**src/rtl/weight_dma_loader.sv**
```systemverilog
// Weight FIFO write-side loader: packs a byte stream into 24-bit words
// and writes them to the selected weight buffer.
module weight_dma_loader #(
    parameter int DATA_WIDTH     = 24,
    parameter int BYTES_PER_WORD = 3,
    parameter int CNT_WIDTH      = 13
) (
    input  logic                  clk,
    input  logic                  rst,
    input  logic                  start,
    input  logic                  buf_sel_in,
    input  logic [CNT_WIDTH-1:0]  num_words,
    input  logic                  abort,
    input  logic                  s_valid,
    input  logic [7:0]            s_data,
    output logic                  s_ready,
    output logic                  wr_en,
    output logic [DATA_WIDTH-1:0] wr_data,
    output logic                  wt_buf_sel,
    input  logic                  fifo_wr_full,
    output logic                  busy,
    output logic                  done,
    output logic [CNT_WIDTH-1:0]  words_written
);

    localparam int IDX_W =
        (BYTES_PER_WORD > 1) ? $clog2(BYTES_PER_WORD) : 1;
    localparam logic [IDX_W-1:0] LAST_IDX =
        IDX_W'(BYTES_PER_WORD - 1);

    typedef enum logic [1:0] {
        IDLE,
        COLLECT,
        WRITE,
        DONE
    } state_t;

    state_t                state_q, state_d;
    logic [DATA_WIDTH-1:0] pack_q, pack_d;
    logic [IDX_W-1:0]      idx_q, idx_d;
    logic [CNT_WIDTH-1:0]  target_q, target_d;
    logic [CNT_WIDTH-1:0]  count_q, count_d;
    logic [CNT_WIDTH-1:0]  count_inc;
    logic                  sel_q, sel_d;

    assign count_inc = count_q + 1'b1;

    always_comb begin
        state_d  = state_q;
        pack_d   = pack_q;
        idx_d    = idx_q;
        target_d = target_q;
        count_d  = count_q;
        sel_d    = sel_q;
        s_ready  = 1'b0;
        wr_en    = 1'b0;
        done     = 1'b0;
        unique case (state_q)
            IDLE: begin
                if (start) begin
                    sel_d    = buf_sel_in;
                    target_d = num_words;
                    count_d  = '0;
                    idx_d    = '0;
                    pack_d   = '0;
                    state_d  = (num_words == '0) ? DONE : COLLECT;
                end
            end
            COLLECT: begin
                s_ready = 1'b1;
                if (abort) begin
                    state_d = IDLE;
                    idx_d   = '0;
                end else if (s_valid) begin
                    pack_d[{idx_q, 3'b000} +: 8] = s_data;
                    if (idx_q == LAST_IDX) begin
                        idx_d   = '0;
                        state_d = WRITE;
                    end else begin
                        idx_d = idx_q + 1'b1;
                    end
                end
            end
            WRITE: begin
                // Write strobe follows the full flag combinationally.
                if (abort) begin
                    state_d = IDLE;
                end else if (!fifo_wr_full) begin
                    wr_en   = 1'b1;
                    count_d = count_inc;
                    idx_d   = '0;
                    state_d = (count_inc == target_q) ? DONE : COLLECT;
                end
            end
            DONE: begin
                done    = 1'b1;
                state_d = IDLE;
            end
            default: state_d = IDLE;
        endcase
    end

    always_ff @(posedge clk) begin
        if (rst) begin
            state_q  <= IDLE;
            pack_q   <= '0;
            idx_q    <= '0;
            target_q <= '0;
            count_q  <= '0;
            sel_q    <= 1'b0;
        end else begin
            state_q  <= state_d;
            pack_q   <= pack_d;
            idx_q    <= idx_d;
            target_q <= target_d;
            count_q  <= count_d;
            sel_q    <= sel_d;
        end
    end

    assign busy          = (state_q != IDLE);
    assign wr_data       = pack_q;
    assign wt_buf_sel    = sel_q;
    assign words_written = count_q;

endmodule

```
**config.mk**
```make
export PLATFORM = sky130hd
export DESIGN_NAME = weight_dma_loader
export DESIGN_NICKNAME = d
export VERILOG_FILES = /design/src/rtl/weight_dma_loader.sv
export SDC_FILE = /design/constraint.sdc
export NUM_CORES = 1
export LEC_CHECK = 0
export CAP_MARGIN = 40
export CORE_ASPECT_RATIO = 2
export CORE_MARGIN = 1
export CORE_UTILIZATION = 30
export DETAILED_ROUTE_END_ITERATION = 10
export DONT_BUFFER_PORTS = 1
export HOLD_SLACK_MARGIN = 0.05
export MAX_ROUTING_LAYER = met4
export RECOVER_POWER = 100
export SYNTH_ARGS = -nofsm -noshare
export SYNTH_HDL_FRONTEND = slang
export SYNTH_SLANG_ARGS = --single-unit
```
**constraint.sdc**
```tcl
create_clock -name clk -period 1.7 [get_ports clk]
set_input_delay 0.34 -clock clk [delete_from_list [all_inputs] [get_ports clk]]
set_output_delay 0.34 -clock clk [all_outputs]
set_load 0.1 [all_outputs]
```
==> reports/qor.csv, run 1 <==
stage,metric,value,unit
place,pre-CTS WS,-20.5,ps
clock_tree,hold buffer count at cts,0,
yosys,Synth Flop Type,dfxtp_1,
final_layout,Seq. cell area,0.00114,mm²
floorplanning,die width,69.6,µm
drt,DR pass1 iterations,5,
floorplanning,initial core utilization,30.7,%
critical_path,critical path's top delay family,simple AND/OR/NAND/NOR gates,
sta,unrepaired setup endpoints after global routing,true,
critical_path,CP max FO,2,
critical_path,WS Path Type,reg -> out,
sta,Slew headroom,60.4,%
yosys,"EDFF count, synth",0,
yosys,syn nets,377,
power,Int Pwr,2.11,mW
clock_tree,CTS H-tree depth,2,
sta,FMAX,546,MHz
floorplanning,num rows,49,
yosys,register area share after synthesis,40.1,%
global_route,final global-route overflow total,0,
power,VDD IR max,0.703,mV
final_layout,FILL cells,917,
global_route,gr usage total,18.7,%
clock_tree,Root Driver,clkbuf_16,
sta,setup ws final,-132,ps
status,status,"finished, violations left",
global_route,initial antenna violation count,0,
power,clock share of power,42.1,%
sta,Final period util,108,%
sta,worst hold slack,95.8,ps
floorplanning,die height,137,µm
place,Placed Instances,483,
yosys,"top cells by area, synth","dfxtp_1, a22oi_1, a21oi_1",
drt,vias,2682,
sta,Fin. Hold Viols,0,
final_layout,Nets,429,
hold_path,HP Class,in -> reg,
final_layout,Ant. Diodes,0,
floorplanning,num ports,70,
place,RD Place Congestion,0.920,
final_layout,"Area growth, synth to finish",31.6,%
clock_tree,CTS tree,built,
critical_path,Startpoint Class,register,
yosys,yosys warns,0,
critical_path,Worst EP required,1360,ps
floorplanning,Die ar.,0.00956,mm²
critical_path,Arrival @ worst endpoint,1490,ps
critical_path,max incr delay on CP,510,ps
drt,routed len/inst,17.3,µm
final_layout,multi-input logic area,0.00163,mm²
yosys,Netlist cell types,45,
place,IO Port Bufs,0,
clock_tree,CTS Buffer Depth,2,
power,combinational share of power,11.3,%
global_route,first-pass GRT wire length,13.4,mm
drt,initial DRC count,92,
yosys,Syn Inst Count,342,
clock_tree,clock sink count,55,
floorplanning,core area,0.00895,mm²
place,Post-DP HPWL,6.48,mm
yosys,Synth Cell Area,0.00275,mm²
critical_path,CP Capture Type,output pin,
drt,final WL,8.59,mm
final_layout,post-route insts no fill,497,
critical_path,"Buf+Inv Stages, Crit Path",3,
drt,routed vias/inst,5.40,
yosys,Synth top area share,40.1,%
power,Sequential Power Share,46.6,%
yosys,list of most frequent post-synthesis cells,"dfxtp_1, nand2_1, nor2_1, a21oi_1, a22oi_1",
critical_path,crit-path cells,or4b_4 > buf_12 > clkinv_8 > buf_16,
sta,Worst Tran Pin Value,594,ps
yosys,ys async rst share,0,%
yosys,most frequent cell after synthesis,dfxtp_1,
global_route,pin count of the biggest net entering global routing,57,
final_layout,layout cells sized above 1,29.6,%
global_route,vias in the first global route,2734,
sta,max-slew violations,0,
clock_tree,Worst-path clk slew,70,ps
power,PD cells,786,mW/mm²
status,failing checks,negative setup slack,
clock_tree,worst-skew pair later-pin latency,300,ps
clock_tree,total CTS buffers,5,
sta,clk_skew,3.25,ps
yosys,Seq cells post-synth,55,
yosys,dominant cell type by area after synthesis,dfxtp_1,
sta,Setup-failing EPs final,4,
power,sw frac,25.9,%
drt,Antenna Nets Post-Route,0,
yosys,Avg Inst Size Synth,8.03,µm²
critical_path,crit path max-delay cell type,or4b_4,
power,NetSw,0.735,mW
run,max capacitance violation total,0,
sta,Period minus WS final,1830,ps
drt,DR DRC count,0,
power,Leak,1.49,nW
cell type report:
| class | instances | share of cell area, % |
|---|---|---|
| clock buffer | 5 | 3.46 |
| clock inverter | 3 | 1.21 |
| inverter | 4 | 0.762 |
| multi-input combinational | 259 | 45.2 |
| sequential | 55 | 31.5 |
| tap | 102 | 3.53 |
| timing repair buffer | 69 | 14.3 |
worst paths after layout:
kind / start / endpoint / slack (ps) / cells past startpoint
min reg2reg: target_q[9]$_SDFFE_PP0P_ / target_q[9]$_SDFFE_PP0P_ / 460 / 2
max: state_q[0]$_SDFFE_PP0P_ / wr_en / -130 / 4
max reg2reg: state_q[0]$_SDFFE_PP0P_ / state_q[1]$_SDFFE_PP0P_ / -120 / 6
min: rst / words_written[3]$_SDFFE_PP0P_ / 100 / 1
sequential cells by signal, indices dropped and copies added, names as in the netlist:
| signal | cells |
|---|---|
| words_written | 13 |
| wt_buf_sel | 1 |
| wr_data | 24 |
| idx_q | 2 |
| state_q | 2 |
| target_q | 13 |
power by group through the flow:
stage          Combinational (mW)  Clock [mW]  Sequential (mW)
4_1_cts                     0.321        1.21             1.33
3_3_place_gp                0.313           0             1.35
2_1_floorplan               0.203           0             1.39
5_1_grt                     0.344        1.24             1.33
3_5_place_dp                0.315           0             1.36
6_report                    0.320        1.20             1.32
per-layer routing:
metal | GRT usage (%) | wire length (µm) | up-vias | share of wire (%)
met4 | 11.1 | 357 | 0 | 4.2
li1 | - | - | 1300 | -
met5 | - | 0 | - | 0
met1 | 15.2 | 2810 | 1290 | 33
met2 | 37.6 | 5080 | 68 | 59
met3 | 3.58 | 342 | 24 | 4.0
stage by stage:
| stage | instance area (µm²) | power [mW] | utilization, % | TNS (ps) |
|---|---|---|---|---|
| CTS | 3650 | 2.86 | 40.7 | -254 |
| finish | 3610 | 2.84 | 40.4 | -354 |
| floorplan | 2830 | 1.59 | - | -278 |
| detailed placement | 3390 | 1.67 | 37.8 | -101 |
| global route | 3610 | 2.91 | 40.4 | -961 |
| global placement | 3390 | 1.67 | 37.8 | 0 |
cell usage in the layout, fill, tap and decap left out, types with 3 or more instances in the layout:
master,count
a21oi_1,34
buf_12,4
ha_1,5
dfxtp_4,8
dfxtp_2,7
buf_6,3
xnor2_1,10
a22oi_1,24
nor4_1,3
nand2_1,46
clkbuf_2,39
nand3_1,4
clkbuf_16,5
nor3_1,3
and3_1,3
o21ai_0,13
or3_1,4
dfxtp_1,40
or2_2,3
o211ai_1,3
o21ai_1,3
xor2_1,8
buf_4,17
nor2_1,44
logic make-up (layout without fill, tap and decap cells):
kind of cell    after synthesis  count (layout)  synth area share, %
compound gates               92              92                 21.1
xor+xnor                     18              18                 5.74
fa+ha+maj                     7               7                 3.19
buf+inv                      28              81                 4.28
flops                        55              55                 40.1
mux                           2               2                0.729
simple gates                140             140                 24.8
repair_timing:
item | CTS | global route
resized for setup | 7 | 20
buffers inserted | 4 | 1
gates cloned | 1 | 0
endpoints found under the hold margin | 0 | 0
pin swaps | 2 | 10
endpoints found under the setup margin | 8 | 21
Power figures use the tool's default switching activity.
==> run 2: changes to the inputs <==
==> constraint.sdc (replaced) <==
create_clock -name clk -period 2 [get_ports clk]
set_input_delay 0.4 -clock clk [delete_from_list [all_inputs] [get_ports clk]]
set_output_delay 0.4 -clock clk [all_outputs]
set_load 0.02 [all_outputs]
==> run 2 against run 1 <==
  * Sequential share of layout area up 4.2 points
  * First-iteration DRC count up 39%
  * Utilization down 6.0 points
  * Critical path type is now reg -> reg
  * The flow now finishes without violations
  * Largest cell class unchanged
  * Critical endpoint is now wr_data[22]$_SDFFE_PP0P_
==> reports/qor.csv, run 2 (same netlist as run 1, synthesis figures left out) <==
stage,metric,value,unit
global_route,pin count of the biggest net entering global routing,57,
sta,worst hold slack,167,ps
power,Final Power,2.28,mW
place,Post-DP HPWL,6.19,mm
power,clock share of power,42.4,%
floorplanning,initial core utilization,30.7,%
sta,clk_skew,8.20,ps
critical_path,FF-to-FF setup slack,120,ps
sta,Final period util,93.9,%
sta,Setup-failing EPs final,0,
drt,Met3 Wirelength,613,µm
drt,DR DRC count,0,
clock_tree,Worst-path clk slew,70,ps
floorplanning,num rows,49,
global_route,first-pass GRT wire length,12.4,mm
drt,Antenna Nets Post-Route,0,
clock_tree,CTS Buffer Depth,2,
final_layout,Nets,386,
critical_path,WS Path Type,reg -> reg,
hold_path,HP Class,in -> reg,
clock_tree,clock sink count,55,
clock_tree,worst-skew pair later-pin latency,300,ps
sta,Fin. Hold Viols,0,
critical_path,Arrival @ worst endpoint,2110,ps
floorplanning,num ports,70,
critical_path,CP max FO,12,
clock_tree,CTS H-tree depth,2,
power,sw frac,22.5,%
place,IO Port Bufs,0,
sta,FMAX,532,MHz
drt,DR top layer,met4,
final_layout,post-route insts no fill,453,
clock_tree,hold buffer count at cts,0,
floorplanning,die height,137,µm
run,max capacitance violation total,0,
floorplanning,Die ar.,0.00956,mm²
status,status,"complete, no violations",
sta,Period minus WS final,1880,ps
final_layout,"commonest non-fill, non-tap cell in the layout",dfxtp_1,
drt,routed vias/inst,5.48,
drt,metal2 WL,4.46,mm
sta,max-slew violations,0,
power,Sequential Power Share,50.1,%
clock_tree,Root Driver,clkbuf_16,
critical_path,Startpoint Class,register,
global_route,gr usage total,17.5,%
sta,Worst Tran Pin Value,529,ps
place,RD Place Congestion,0.911,
final_layout,FILL cells,944,
clock_tree,Setup Buffers After CTS,0,
drt,WL met1,2.57,mm
clock_tree,total CTS buffers,5,
drt,final WL,7.97,mm
final_layout,post-route design area,0.00308,mm²
sta,unrepaired setup endpoints after global routing,false,
critical_path,CP Capture Type,register,
power,combinational share of power,7.5,%
final_layout,most frequent cells in the layout,"dfxtp_1, nor2_1, nand2_1, a21oi_1, a22oi_1",
final_layout,"Area growth, synth to finish",12.1,%
final_layout,layout cells sized above 1,8.55,%
final_layout,max FFs per register,24,
sta,Slew headroom,64.7,%
place,Post-DP Area,0.00297,mm²
global_route,initial antenna violation count,0,
power,NetSw,0.514,mW
place,Placed Instances,446,
power,Leak,1.12,nW
floorplanning,die width,69.6,µm
power,VDD IR max,0.537,mV
global_route,vias in the first global route,2531,
floorplanning,core area,0.00895,mm²
drt,initial DRC count,128,
critical_path,Worst EP required,2230,ps
clock_tree,Resized cells post-CTS,0,
power,Int Pwr,1.77,mW
global_route,final global-route overflow total,0,
final_layout,Ant. Diodes,0,
drt,routed len/inst,17.6,µm
drt,DR pass1 iterations,4,
drt,vias,2484,
sta,setup_tns,0,ps
clock_tree,CTS tree,built,
power,PD cells,742,mW/mm²
-- run 2: cell count changes in the layout (fill, tap and decap cells not counted), sizes merged --
cell	before	now
bufbuf	1	0
clkbuf	46	19
clkinv	3	1
buf	27	13
-- run 2: path summary, 6_finish.rpt --
| kind | from | to | cells after the start |
|---|---|---|---|
| worst max-delay path | state_q[1]$_SDFFE_PP0P_ | wr_data[22]$_SDFFE_PP0P_ | 7 |
| worst min-delay path | rst | wt_buf_sel$_SDFFE_PP0P_ | 1 |
| worst max register to register | state_q[1]$_SDFFE_PP0P_ | wr_data[22]$_SDFFE_PP0P_ | 7 |
| worst min register to register | target_q[1]$_SDFFE_PP0P_ | target_q[1]$_SDFFE_PP0P_ | 2 |
-- run 2: power groups by stage --
stage / registers [mW] / clock network (mW) / logic [mW]
3_5_place_dp: 1.17 / 0 / 0.174
4_1_cts: 1.14 / 0.984 / 0.175
5_1_grt: 1.15 / 1.02 / 0.192
6_report: 1.14 / 0.968 / 0.171
2_1_floorplan: 1.17 / 0 / 0.145
3_3_place_gp: 1.17 / 0 / 0.172
-- run 2: area by class of cell --
class                           count  area [µm²]  area share (%)
Clock buffer                        6         129            4.19
Timing Repair Buffer               26         149            4.84
Inverter                            4        15.0           0.488
Tap cell                          102         128            4.15
Sequential cell                    55        1100            35.8
Multi-Input combinational cell    259        1530            49.6
Clock inverter                      1        30.0           0.976
-- run 2: layer usage --
layer / up-vias / GRT usage [%]
li1: 1220 / -
met1: 1151 / 13.7
met2: 88 / 34.4
met3: 25 / 5.27
met4: 0 / 10.4
met5: - / -
-- run 2: per-stage QoR --
step	setup slack, ps	utilization (%)
3_5_place_dp	164	33.2
6_report	121	34.4
4_1_cts	114	35.0
2_1_floorplan	11.1	-
3_3_place_gp	197	33.2
5_1_grt	23.9	34.4
-- run 2: worst max-delay path: stages, from the launching register on --
cell and delay [ps]:
dfxtp_1 330, buf_4 180, nor3b_1 480, nand4b_1 240, nor3b_2 220, buf_4 190, a22oi_1 90, nor2_1 100
